===== config.mk =====
export PLATFORM = sky130hd
export DESIGN_NAME = multicycle_controller
export DESIGN_NICKNAME = d
export VERILOG_FILES = /design/src/rtl/multicycle_controller.sv
export SDC_FILE = /design/constraint.sdc
export NUM_CORES = 1
export LEC_CHECK = 0
export CORE_ASPECT_RATIO = 0.75
export CORE_MARGIN = 5
export CORE_UTILIZATION = 30
export DETAILED_ROUTE_END_ITERATION = 16
export PLACE_DENSITY = 0.64
export SETUP_SLACK_MARGIN = 0.02
export SYNTH_ARGS = -nofsm -noshare
export SYNTH_HDL_FRONTEND = slang
export SYNTH_SLANG_ARGS = --single-unit

===== constraint.sdc =====
create_clock -name clk -period 5.3 [get_ports clk]
set_input_delay 1.59 -clock clk [delete_from_list [all_inputs] [get_ports clk]]
set_output_delay 1.59 -clock clk [all_outputs]
set_load 0.03 [all_outputs]

===== src/rtl/multicycle_controller.sv =====
//============================================================================
// multicycle_controller
//
// Control sequencer for the multi-cycle RV64 core. One shared memory port
// serves both instruction fetch and data access, so every instruction is
// stepped through FETCH -> DECODE -> EXECUTE/ADDR -> MEM -> WRITEBACK and
// this block drives every datapath strobe along the way.
//
// Optional feature macro:
//   PERF_CNT_EN  when defined, builds the cycle/retired-instruction
//                performance counters; when undefined both counter
//                outputs are tied to zero and no counter flops exist.
//
// Parameters:
//   MEM_WAIT_MAX  wait cycles tolerated in a memory state before the
//                 access is declared timed out (1..255)
//   CNT_WIDTH     width of the performance counters
//
// Ports:
//   clk           system clock, rising edge
//   reset         synchronous, active-high reset
//   opcode        instruction[6:0] from the instruction register
//   zero          ALU zero flag (branch condition)
//   mem_ready     memory finished the current access this cycle
//   halt_req      external halt request, honoured only between instructions
//   pc_write      load PC
//   pc_source     0 = PC+4, 1 = branch target
//   ir_write      load instruction register
//   mem_read      memory read strobe
//   mem_write     memory write strobe
//   mem_addr_sel  0 = PC address, 1 = ALU result
//   alu_src_b     0 = rs2, 1 = immediate
//   alu_op        00 add, 01 sub/compare, 10 funct-decoded
//   reg_write     register file write enable
//   mem_to_reg    0 = ALU result, 1 = memory data
//   state         current state encoding
//   halted        high while in HALT
//   error         sticky, high in ERROR
//   mem_timeout   sticky, ERROR was reached through a memory timeout
//   cycle_count   non-reset, non-ERROR cycles (PERF_CNT_EN only)
//   instr_count   retired instructions (PERF_CNT_EN only)
//============================================================================
module multicycle_controller #(
    parameter int MEM_WAIT_MAX = 15,
    parameter int CNT_WIDTH    = 32
) (
    input  logic                 clk,
    input  logic                 reset,
    input  logic [6:0]           opcode,
    input  logic                 zero,
    input  logic                 mem_ready,
    input  logic                 halt_req,
    output logic                 pc_write,
    output logic                 pc_source,
    output logic                 ir_write,
    output logic                 mem_read,
    output logic                 mem_write,
    output logic                 mem_addr_sel,
    output logic                 alu_src_b,
    output logic [1:0]           alu_op,
    output logic                 reg_write,
    output logic                 mem_to_reg,
    output logic [3:0]           state,
    output logic                 halted,
    output logic                 error,
    output logic                 mem_timeout,
    output logic [CNT_WIDTH-1:0] cycle_count,
    output logic [CNT_WIDTH-1:0] instr_count
);

    typedef enum logic [3:0] {
        ST_FETCH  = 4'd0,
        ST_DECODE = 4'd1,
        ST_EXEC_R = 4'd2,
        ST_EXEC_I = 4'd3,
        ST_ADDR   = 4'd4,
        ST_MEM_RD = 4'd5,
        ST_MEM_WR = 4'd6,
        ST_WB_ALU = 4'd7,
        ST_WB_MEM = 4'd8,
        ST_BRANCH = 4'd9,
        ST_HALT   = 4'd10,
        ST_ERROR  = 4'd11
    } state_t;

    localparam logic [6:0] OP_R_TYPE = 7'b0110011;
    localparam logic [6:0] OP_I_TYPE = 7'b0010011;
    localparam logic [6:0] OP_LOAD   = 7'b0000011;
    localparam logic [6:0] OP_STORE  = 7'b0100011;
    localparam logic [6:0] OP_BRANCH = 7'b1100011;

    localparam logic [1:0] ALU_ADD   = 2'b00;
    localparam logic [1:0] ALU_SUB   = 2'b01;
    localparam logic [1:0] ALU_FUNCT = 2'b10;

    localparam int              WAIT_W     = 8;
    localparam logic [WAIT_W-1:0] WAIT_LIMIT = WAIT_W'(MEM_WAIT_MAX);

    state_t              state_q;
    state_t              state_d;
    logic [WAIT_W-1:0]   wait_q;
    logic                exec_imm_q;
    logic                error_q;
    logic                timeout_q;
    logic                timeout_hit;
    logic                mem_wait_active;

    // State register. Reset dominates everything; otherwise the next state
    // computed by the combinational block below is taken every cycle.
    always_ff @(posedge clk) begin
        if (reset) begin
            state_q <= ST_FETCH;
        end else begin
            state_q <= state_d;
        end
    end

    // Memory wait counter. It counts cycles spent in a memory state without
    // mem_ready and is cleared on every state change, so each access gets
    // its own fresh timeout window. A zero count in FETCH also marks the
    // first cycle of a fetch, which is the only point where a halt request
    // may be honoured.
    always_ff @(posedge clk) begin
        if (reset) begin
            wait_q <= '0;
        end else if (state_d != state_q) begin
            wait_q <= '0;
        end else if (mem_wait_active && !mem_ready) begin
            wait_q <= wait_q + WAIT_W'(1);
        end
    end

    // WB_ALU keeps the ALU operand selection of the EXEC state before it so
    // the result stays stable while the register file writes it. This flag
    // remembers whether that EXEC state used the immediate.
    always_ff @(posedge clk) begin
        if (reset) begin
            exec_imm_q <= 1'b0;
        end else if (state_q == ST_EXEC_R) begin
            exec_imm_q <= 1'b0;
        end else if (state_q == ST_EXEC_I) begin
            exec_imm_q <= 1'b1;
        end
    end

    // Sticky error flags. Both are set on the transition into ERROR and
    // only reset can clear them; mem_timeout additionally records that the
    // cause was a memory access that never completed.
    always_ff @(posedge clk) begin
        if (reset) begin
            error_q   <= 1'b0;
            timeout_q <= 1'b0;
        end else begin
            if (state_d == ST_ERROR) begin
                error_q <= 1'b1;
            end
            if (timeout_hit) begin
                timeout_q <= 1'b1;
            end
        end
    end

    // Next-state and strobe decode. Strobes are mostly Moore (state only),
    // but the fetch/memory completion strobes react to mem_ready and the
    // branch PC write follows the zero flag in the same cycle. While reset
    // is high every strobe is held low regardless of the current state.
    // The timeout check runs after the per-state decode so that mem_ready
    // arriving on the last permitted cycle still completes the access.
    always_comb begin
        state_d         = state_q;
        pc_write        = 1'b0;
        pc_source       = 1'b0;
        ir_write        = 1'b0;
        mem_read        = 1'b0;
        mem_write       = 1'b0;
        mem_addr_sel    = 1'b0;
        alu_src_b       = 1'b0;
        alu_op          = ALU_ADD;
        reg_write       = 1'b0;
        mem_to_reg      = 1'b0;
        timeout_hit     = 1'b0;
        mem_wait_active = 1'b0;

        if (!reset) begin
            case (state_q)
                ST_FETCH: begin
                    if ((wait_q == '0) && halt_req) begin
                        state_d = ST_HALT;
                    end else begin
                        mem_read        = 1'b1;
                        mem_addr_sel    = 1'b0;
                        mem_wait_active = 1'b1;
                        if (mem_ready) begin
                            ir_write  = 1'b1;
                            pc_write  = 1'b1;
                            pc_source = 1'b0;
                            alu_op    = ALU_ADD;
                            state_d   = ST_DECODE;
                        end
                    end
                end

                ST_DECODE: begin
                    case (opcode)
                        OP_R_TYPE: state_d = ST_EXEC_R;
                        OP_I_TYPE: state_d = ST_EXEC_I;
                        OP_LOAD,
                        OP_STORE:  state_d = ST_ADDR;
                        OP_BRANCH: state_d = ST_BRANCH;
                        default:   state_d = ST_ERROR;
                    endcase
                end

                ST_EXEC_R: begin
                    alu_src_b = 1'b0;
                    alu_op    = ALU_FUNCT;
                    state_d   = ST_WB_ALU;
                end

                ST_EXEC_I: begin
                    alu_src_b = 1'b1;
                    alu_op    = ALU_FUNCT;
                    state_d   = ST_WB_ALU;
                end

                ST_ADDR: begin
                    alu_src_b = 1'b1;
                    alu_op    = ALU_ADD;
                    state_d   = (opcode == OP_LOAD) ? ST_MEM_RD : ST_MEM_WR;
                end

                ST_MEM_RD: begin
                    mem_read        = 1'b1;
                    mem_addr_sel    = 1'b1;
                    alu_src_b       = 1'b1;
                    alu_op          = ALU_ADD;
                    mem_wait_active = 1'b1;
                    if (mem_ready) begin
                        state_d = ST_WB_MEM;
                    end
                end

                ST_MEM_WR: begin
                    mem_write       = 1'b1;
                    mem_addr_sel    = 1'b1;
                    alu_src_b       = 1'b1;
                    alu_op          = ALU_ADD;
                    mem_wait_active = 1'b1;
                    if (mem_ready) begin
                        state_d = ST_FETCH;
                    end
                end

                ST_WB_ALU: begin
                    reg_write  = 1'b1;
                    mem_to_reg = 1'b0;
                    alu_src_b  = exec_imm_q;
                    alu_op     = ALU_FUNCT;
                    state_d    = ST_FETCH;
                end

                ST_WB_MEM: begin
                    reg_write  = 1'b1;
                    mem_to_reg = 1'b1;
                    state_d    = ST_FETCH;
                end

                ST_BRANCH: begin
                    alu_src_b = 1'b0;
                    alu_op    = ALU_SUB;
                    pc_source = 1'b1;
                    pc_write  = zero;
                    state_d   = ST_FETCH;
                end

                ST_HALT: begin
                    if (!halt_req) begin
                        state_d = ST_FETCH;
                    end
                end

                ST_ERROR: begin
                    state_d = ST_ERROR;
                end

                default: begin
                    state_d = ST_ERROR;
                end
            endcase

            if (mem_wait_active && !mem_ready && (wait_q == WAIT_LIMIT)) begin
                timeout_hit = 1'b1;
                state_d     = ST_ERROR;
            end
        end
    end

    assign state       = state_q;
    assign halted      = (state_q == ST_HALT);
    assign error       = error_q;
    assign mem_timeout = timeout_q;

`ifdef PERF_CNT_EN
    logic [CNT_WIDTH-1:0] cycle_q;
    logic [CNT_WIDTH-1:0] instr_q;
    logic                 retire;

    // An instruction retires on any transition back into FETCH that ends
    // an instruction; leaving HALT is not a retirement.
    assign retire = (state_q == ST_WB_ALU) ||
                    (state_q == ST_WB_MEM) ||
                    (state_q == ST_BRANCH) ||
                    ((state_q == ST_MEM_WR) && mem_ready);

    // Performance counters. Both wrap naturally; the cycle counter freezes
    // once the machine is parked in ERROR so the values describe the run
    // that led up to the fault.
    always_ff @(posedge clk) begin
        if (reset) begin
            cycle_q <= '0;
            instr_q <= '0;
        end else begin
            if (state_q != ST_ERROR) begin
                cycle_q <= cycle_q + CNT_WIDTH'(1);
            end
            if (retire) begin
                instr_q <= instr_q + CNT_WIDTH'(1);
            end
        end
    end

    assign cycle_count = cycle_q;
    assign instr_count = instr_q;
`else
    assign cycle_count = '0;
    assign instr_count = '0;
`endif

endmodule


==> results of run 1 <==
## how the worst min path moves through the flow
stage	from	to
3_5_place_dp	error$_SDFFE_PP0N_	error$_SDFFE_PP0N_
5_1_grt	error$_SDFFE_PP0N_	error$_SDFFE_PP0N_
6_report	error$_SDFFE_PP0N_	error$_SDFFE_PP0N_
3_3_place_gp	error$_SDFFE_PP0N_	error$_SDFFE_PP0N_
4_1_cts	error$_SDFFE_PP0N_	error$_SDFFE_PP0N_
2_1_floorplan	exec_imm_q$_SDFFE_PP0P_	exec_imm_q$_SDFFE_PP0P_
## cells by family after synthesis
kind of cell | count (synthesis)
buffers and inverters | 82
and+or+nand+nor | 78
AOI/OAI and AO/OA | 40
DFF | 15
xor gates and xnor gates | 8
adders and majority gates | 2
muxes | 2
other | 1
## worst max-delay path, cell delays in order
cell	delay [ns]
clkdlybuf4s50_1	0.48
nand4bb_1	0.20
o21ai_4	0.10
nor3_1	0.29
clkdlybuf4s50_1	0.74
## Yosys cell counts (3+ instances only)
master,count
a31oi_1,4
nand2b_1,3
nor4_1,3
xnor2_1,7
nor3_1,7
nand3_1,3
clkbuf_1,4
nor3_2,8
buf_4,65
nor2_1,19
nand2_1,14
buf_2,3
inv_1,9
and3_1,3
a21oi_1,11
dfxtp_1,15
## metal layers
layer	part of all wire [%]	up-vias	global-route usage, %
li1	-	721	-
met1	45	659	14.9
met2	43	69	15.0
met3	12	6	4.21
met4	0.72	0	1.91
met5	0	-	0
## report_power, final
part,switching [mW],internal (mW),total [mW]
Clock,0.0427,0.0534,0.0960
Combinational,0.345,0.199,0.544
Sequential,0.0760,0.131,0.207
Total,0.464,0.383,0.847
## cell type report
class / count / area (sq um) / share of cell area, %
multi-input combinational: 194 / 1190 / 60.4
timing repair buffer: 32 / 305 / 15.5
sequential: 15 / 300 / 15.2
tap: 78 / 97.6 / 4.95
clock buffer: 4 / 45.0 / 2.28
inverter: 9 / 33.8 / 1.71
## state kept, by name (all words and copies together), names as in the netlist
signal and count:
wait_q 8, state 4, error 1, exec_imm_q 1, mem_timeout 1
## through the flow
step	cell area (sq um)	hold WS (ns)	util (%)	power, mW	std cells
2_1_floorplan	2050	0.464	-	0.657	291
3_3_place_gp	1930	0.454	32.9	0.749	328
3_5_place_dp	1930	0.443	32.9	0.750	328
4_1_cts	1970	0.461	33.7	0.849	332
5_1_grt	1970	0.512	33.7	0.913	332
6_report	1970	0.460	33.7	0.847	332
==> impl_metrics.env, run 1 <==
export IMPL_startpoint="halt_req"
export IMPL_fin_skew_ns=0.00536
export IMPL_fill_cells=622
export IMPL_final_setup_viol_count=0
export IMPL_finalCriticalPeriod_ns=5.00
export IMPL_cts_setup_buffers=0
export IMPL_rows=24
export IMPL_overflow=0
export IMPL_hp_class="flip-flop to flip-flop"
export IMPL_place_hpwl_mm=3.33
export IMPL_cts_sinks=15
export IMPL_startpoint_type="input port"
export IMPL_io_buffers=29
export IMPL_cts_hold_buffers=0
export IMPL_synth_top_area_share_pct=26.8
export IMPL_max_freq_ghz=0.200
export IMPL_synth_mux_area_share_pct=1.10
export IMPL_yosysWarnings=0
export IMPL_leakagePower_nw=0.787
export IMPL_synthTopCellsByArea="buf_4 (27%), dfxtp_1 (17%), nor3_2 (4.4%)"
export IMPL_async_reset_ff_share_pct=0
export IMPL_synth_adder_area_share_pct=1.38
export IMPL_grt_pass1_wl_mm=6.66
export IMPL_layout_commonest_cell="conb_1"
export IMPL_relSlewSlack_pct=39.7
export IMPL_grt_max_degree=25
export IMPL_final_cell_mix="conb_1 (64), clkdlybuf4s50_1 (26), nor2_1 (19)"
export IMPL_hold_path_depth=2
export IMPL_gp_congestion=0.856
export IMPL_initial_core_util_pct=31.0
export IMPL_nNetsFinal=269
export IMPL_vias=1455
export IMPL_layout_area_overhead_vs_synth_pct=8.53
export IMPL_status="complete, no violations"
export IMPL_synth_simple_area_share_pct=26.8
export IMPL_io_pins=94
export IMPL_cts_tree="built"
export IMPL_avgViaCountPerCell=4.38
export IMPL_first_global_vias=1283
export IMPL_drv_cap=0
export IMPL_ir_drop_v=0.000256
export IMPL_cts_root_buffer="clkbuf_8"
export IMPL_r2r_cells=6
export IMPL_final_max_slew_violation_count=0
export IMPL_antenna_found_initial=0
export IMPL_clk_pin_slew_ns=0.07
export IMPL_synth_top_area_cell="buf_4"
export IMPL_synth_top_family_by_area="buffers and inverters"
export IMPL_synth_edf_count=0
export IMPL_power_per_cell_area_nw_per_um2=429
export IMPL_rr_endpoint="wait_q[7]$_SDFFE_PP0P_"
export IMPL_synth_area_sq_um=1820
export IMPL_fin_ws_ns=0.301
export IMPL_place_ws_ns=0.297
export IMPL_syn_area_per_cell_sq_um=7.97
export IMPL_grt_usage_pct=10.5
export IMPL_drtIter0Drc=82
export IMPL_rsz0062_at_grt="no"
export IMPL_ctsHtreeMaxLevel=1
export IMPL_fp_dieArea_sq_um=7730
export IMPL_r2r_start="state[1]$_SDFF_PP0_"
export IMPL_synth_seq_cells=15
export IMPL_ys_seq_area_share_pct=16.5
export IMPL_n_antenna_cell=0
export IMPL_yosys_area_share_xor_xnor_pct=3.85
export IMPL_core_area_sq_um=5860
export IMPL_drive_gt1_share_pct=11.8
export IMPL_path_class="input port to primary output"
export IMPL_tns_ns=0
export IMPL_ctsResizeCount=0
export IMPL_ant_nets=0
export IMPL_routedWlPerCell_um=12.5
export IMPL_cp_max_fo=5
export IMPL_drc=0
export IMPL_min_period_over_period_pct=94.3
export IMPL_cp_end_kind="primary output"
export IMPL_syn_inst=228
export IMPL_rrSetupSlack_ns=2.84
export IMPL_die_h_um=77.4
export IMPL_synth_main_ff_cell="dfxtp_1"
export IMPL_required_ns=3.71
export IMPL_wirelength_mm=4.17
export IMPL_synth_cell_types=58
export IMPL_clkLatencyLatePin_ns=0.25
export IMPL_crit_end="ir_write"
export IMPL_cts_buffers=3
export IMPL_drt_first_pass_iters=4
export IMPL_synth_compound_area_share_pct=19.2
export IMPL_finalHoldViolCount=0
export IMPL_tightest_slew_ns=0.903
export IMPL_cp_data_arrival_time_ns=3.41
export IMPL_cts_path_max_buffers=2
export IMPL_die_w_um=99.9
(Power assumes the default switching activity.)
==> run 2: changes to the inputs <==
CAP_MARGIN = 20   (was default)
MAX_ROUTING_LAYER = met4   (was default)
==> run 2 against run 1 <==
  * Wire length rose by 0.55%
  * Setup slack improved by 0.0023 ns
  * Sequential power barely moved
  * Cell count did not move
  * Worst hold slack barely moved
  * Die area did not move
  * Flip-flop and latch count did not move
  * First-iteration DRC count fell by 17%
  * Total power rose by 0.14%
  * Register-to-register slack got worse by 0.02 ns
  * Largest cell class unchanged
==> impl_metrics.env, run 2 (synthesized netlist as in run 1, its figures left out) <==
export IMPL_status="complete, no violations"
export IMPL_switching_share_pct=54.8
export IMPL_cp_max_fo=5
export IMPL_routedWlPerCell_um=12.6
export IMPL_avgViaCountPerCell=4.41
export IMPL_netSwitchingPower_mw=0.465
export IMPL_min_period_over_period_pct=94.3
export IMPL_top_register="wait_q"
export IMPL_rrSetupSlack_ns=2.82
export IMPL_fill_cells=622
export IMPL_layout_area_overhead_vs_synth_pct=8.53
export IMPL_cts_sinks=15
export IMPL_max_freq_ghz=0.200
export IMPL_power_per_cell_area_nw_per_um2=430
export IMPL_ctsResizeCount=0
export IMPL_vias=1463
export IMPL_fin_skew_ns=0.00530
export IMPL_final_setup_viol_count=0
export IMPL_required_ns=3.71
export IMPL_ir_drop_v=0.000257
export IMPL_hp_class="flip-flop to flip-flop"
export IMPL_grt_max_degree=25
export IMPL_final_max_slew_violation_count=0
export IMPL_die_w_um=99.9
export IMPL_place_hpwl_mm=3.33
export IMPL_initial_core_util_pct=31.0
export IMPL_finalCriticalPeriod_ns=5.00
export IMPL_cp_end_kind="primary output"
export IMPL_internal_power_mw=0.383
export IMPL_final_cell_mix="conb_1 (64), clkdlybuf4s50_1 (26), nor2_1 (19)"
export IMPL_power_mw=0.848
export IMPL_io_buffers=29
export IMPL_startpoint_type="input port"
export IMPL_first_global_vias=1281
export IMPL_cp_data_arrival_time_ns=3.41
export IMPL_cts_setup_buffers=0
export IMPL_clkLatencyLatePin_ns=0.25
export IMPL_antenna_found_initial=0
export IMPL_seqPwrFrac_pct=24.5
export IMPL_core_area_sq_um=5860
export IMPL_ctsHtreeMaxLevel=1
export IMPL_p_clk_share_pct=11.3
export IMPL_gp_congestion=0.869
export IMPL_ant_nets=0
export IMPL_grt_usage_pct=10.8
export IMPL_drt_first_pass_iters=4
export IMPL_cts_path_max_buffers=2
export IMPL_n_antenna_cell=0
export IMPL_layout_commonest_cell="conb_1"
export IMPL_relSlewSlack_pct=39.1
export IMPL_largest_reg_flops=8
export IMPL_path_class="input port to primary output"
export IMPL_drtIter0Drc=68
export IMPL_leakagePower_nw=0.787
export IMPL_wirelength_mm=4.19
export IMPL_rows=24
export IMPL_pwr_share_comb_pct=64.2
export IMPL_fin_ws_ns=0.303
export IMPL_cts_root_buffer="clkbuf_8"
export IMPL_finalHoldViolCount=0
export IMPL_clk_pin_slew_ns=0.06
export IMPL_cts_hold_buffers=0
export IMPL_drc=0
export IMPL_grt_pass1_wl_mm=6.66
export IMPL_post_route_util_pct=33.7
export IMPL_die_h_um=77.4
export IMPL_fp_dieArea_sq_um=7730
export IMPL_io_pins=94
export IMPL_cts_tree="built"
export IMPL_place_ws_ns=0.297
export IMPL_tns_ns=0
export IMPL_drive_gt1_share_pct=11.8
export IMPL_tightest_slew_ns=0.912
export IMPL_drv_cap=0
export IMPL_overflow=0
export IMPL_rsz0062_at_grt="no"
export IMPL_nNetsFinal=269
export IMPL_cts_buffers=3
run 2: cell counts in the layout (fill, tap and decap cells not counted):
Identical to the previous run, type by type.
run 2: final timing paths:
kind,depth (start not counted),from,to
worst max-delay path,5,halt_req,ir_write
worst min-delay path,2,error$_SDFFE_PP0N_,error$_SDFFE_PP0N_
worst min register to register,2,error$_SDFFE_PP0N_,error$_SDFFE_PP0N_
worst max register to register,6,state[1]$_SDFF_PP0_,wait_q[7]$_SDFFE_PP0P_
run 2: cell type report:
class | count | area (sq um) | share of cell area [%]
multi-input combinational | 194 | 1190 | 60.4
timing repair buffer | 32 | 305 | 15.5
clock buffer | 4 | 45.0 | 2.28
inverter | 9 | 33.8 | 1.71
sequential | 15 | 300 | 15.2
tap | 78 | 97.6 | 4.95
run 2: metal layers:
layer	vias up	GRT usage, %	wire (um)
li1	721	-	-
met1	661	15.2	1880
met2	74	15.0	1780
met3	7	3.76	487
met4	0	1.91	38
met5	-	-	0
run 2: power groups by stage:
stage          sequential (mW)  clock [mW]  combinational [mW]
3_5_place_dp             0.210           0               0.540
4_1_cts                  0.207      0.0993               0.543
6_report                 0.208      0.0960               0.544
5_1_grt                  0.215       0.105               0.592
2_1_floorplan            0.186           0               0.471
3_3_place_gp             0.210           0               0.539
run 2: critical path, stage by stage:
cell and delay, ns:
clkdlybuf4s50_1 0.48, nand4bb_1 0.20, o21ai_4 0.10, nor3_1 0.29, clkdlybuf4s50_1 0.75
run 2: through the flow:
| step | cell area [sq um] | instances | hold slack, ns |
|---|---|---|---|
| finish | 1970 | 332 | 0.460 |
| global route | 1970 | 332 | 0.512 |
| CTS | 1970 | 332 | 0.461 |
| detailed placement | 1930 | 328 | 0.443 |
| global placement | 1930 | 328 | 0.454 |
| floorplan | 2050 | 291 | 0.464 |
==> run 3: changes to the inputs <==
CORE_ASPECT_RATIO = 0.6   (was 0.75)
PLACE_DENSITY = 0.62   (was 0.64)
==> run 3 against run 2 <==
  * Sequential share of layout area down 0.15 points
  * Setup slack better by 0.013 ns
  * Global-route usage about the same
  * Clock power is 0.6% higher
  * Critical endpoint unchanged
  * Via count is 0.41% higher
  * Worst hold slack better by 0.013 ns
  * Highest routed layer unchanged
  * Clock skew fell by 0.0034 ns
  * Final area grew 1.0%
  * Critical path depth is the same
  * Non-clock buffer count up 1
  * Largest power group unchanged
==> impl_metrics.env, run 3 (synthesized netlist as in run 1, its figures left out) <==
export IMPL_critPathBufInv=2
export IMPL_hold_path_depth=2
export IMPL_leakagePower_nw=0.788
export IMPL_io_buffers=29
export IMPL_layout_commonest_cell="conb_1"
export IMPL_initial_core_util_pct=30.3
export IMPL_status="complete, no violations"
export IMPL_min_period_over_period_pct=94.0
export IMPL_cp_max_fo=5
export IMPL_final_max_slew_violation_count=0
export IMPL_clk_pin_slew_ns=0.06
export IMPL_largest_reg_flops=8
export IMPL_die_w_um=111
export IMPL_first_global_vias=1256
export IMPL_grt_usage_pct=10.8
export IMPL_cp_end_kind="primary output"
export IMPL_n_antenna_cell=0
export IMPL_cts_tree="built"
export IMPL_tns_ns=0
export IMPL_hold_path_end="error$_SDFFE_PP0N_"
export IMPL_core_area_sq_um=6000
export IMPL_grt_max_degree=25
export IMPL_rsz0062_at_grt="no"
export IMPL_power_per_cell_area_nw_per_um2=432
export IMPL_overflow=0
export IMPL_max_freq_ghz=0.201
export IMPL_slowest_delay_ns=0.74
export IMPL_final_cell_mix="conb_1 (64), clkdlybuf4s50_1 (28), nor2_1 (19)"
export IMPL_layout_area_overhead_vs_synth_pct=9.64
export IMPL_vias=1469
export IMPL_cts_buffers=3
export IMPL_drt_first_pass_iters=5
export IMPL_die_h_um=70.3
export IMPL_cts_path_max_buffers=2
export IMPL_ant_nets=0
export IMPL_fp_dieArea_sq_um=7770
export IMPL_r2r_cells=6
export IMPL_cts_hold_buffers=0
export IMPL_fill_cells=642
export IMPL_tightest_slew_ns=0.933
export IMPL_top_register="wait_q"
export IMPL_path_class="input port to primary output"
export IMPL_fin_skew_ns=0.00190
export IMPL_path_cells="clkdlybuf4s50_1, nand4bb_1, o21ai_4, nor3_1, clkdlybuf4s50_1"
export IMPL_wirelength_mm=4.39
export IMPL_cts_sinks=15
export IMPL_routedWlPerCell_um=12.9
export IMPL_crit_slowest_cell="clkdlybuf4s50_1"
export IMPL_cts_setup_buffers=0
export IMPL_ctsHtreeMaxLevel=1
export IMPL_place_hpwl_mm=3.52
export IMPL_power_mw=0.860
export IMPL_startpoint_type="input port"
export IMPL_nNetsFinal=270
export IMPL_gp_congestion=0.851
export IMPL_required_ns=3.71
export IMPL_cp_data_arrival_time_ns=3.39
export IMPL_rows=22
export IMPL_io_pins=94
export IMPL_finalCriticalPeriod_ns=4.98
export IMPL_drive_gt1_share_pct=11.4
export IMPL_dp_cells=335
export IMPL_timing_critical_path_mode_cell="clkdlybuf4s50_1"
export IMPL_r2r_start="state[1]$_SDFF_PP0_"
export IMPL_relSlewSlack_pct=37.7
export IMPL_drtIter0Drc=138
export IMPL_final_setup_viol_count=0
export IMPL_clkLatencyLatePin_ns=0.25
export IMPL_hp_class="flip-flop to flip-flop"
export IMPL_drv_cap=0
export IMPL_finalHoldViolCount=0
export IMPL_cts_root_buffer="clkbuf_8"
export IMPL_hold_start="error$_SDFFE_PP0N_"
export IMPL_fin_cells=339
export IMPL_drc=0
export IMPL_ctsResizeCount=0
export IMPL_rr_endpoint="wait_q[2]$_SDFFE_PP0P_"
export IMPL_grt_pass1_wl_mm=6.68
export IMPL_antenna_found_initial=0
export IMPL_critical_path_top_delay_family="buffers and inverters"
export IMPL_rrSetupSlack_ns=2.78
export IMPL_ir_drop_v=0.000175
export IMPL_avgViaCountPerCell=4.33
## run 3: how the worst max path moves through the flow
| stage | startpoint | endpoint | slack, ns | depth (start not counted) |
|---|---|---|---|---|
| final | halt_req | ir_write | 0.32 | 5 |
| after global placement | halt_req | ir_write | 0.38 | 5 |
| after detailed placement | halt_req | ir_write | 0.31 | 5 |
| after CTS | halt_req | ir_write | 0.31 | 5 |
| after global routing | halt_req | ir_write | 0.19 | 5 |
| after floorplan | reset | pc_write | 0.44 | 3 |
## run 3: final cells by class
class                      instances  area, sq um  area share (%)
timing repair buffer              33          318            15.9
clock buffer                       4         45.0            2.26
inverter                           9         33.8            1.69
sequential                        15          300            15.1
tap                               84          105            5.27
multi-input combinational        194         1190            59.8
## run 3: layer usage
| layer | up-vias | track usage [%] | share of wire [%] |
|---|---|---|---|
| met5 | - | - | 0 |
| met4 | 0 | 3.28 | 1.3 |
| met3 | 4 | 2.68 | 8.4 |
| met2 | 60 | 13.3 | 41 |
| met1 | 681 | 16.5 | 49 |
| li1 | 724 | - | - |
## run 3: through the flow
stage	hold slack [ns]	util [%]	worst slack (ns)	area, sq um
2_1_floorplan	0.464	-	0.443	2050
3_3_place_gp	0.453	32.5	0.377	1950
3_5_place_dp	0.459	32.5	0.310	1950
4_1_cts	0.478	33.2	0.309	1990
5_1_grt	0.495	33.2	0.191	1990
6_report	0.473	33.2	0.316	1990
## run 3: worst min-delay path: stages, from the launching register on
cell and delay [ns]:
dfxtp_1 0.32, inv_1 0.05, a21oi_1 0.05
## run 3: power breakdown
| group | total (mW) | internal (mW) | switching [mW] | leakage (nW) |
|---|---|---|---|---|
| logic | 0.569 | 0.202 | 0.367 | 0.643 |
| clock network | 0.0966 | 0.0534 | 0.0433 | 0.0228 |
| registers | 0.195 | 0.131 | 0.0640 | 0.122 |
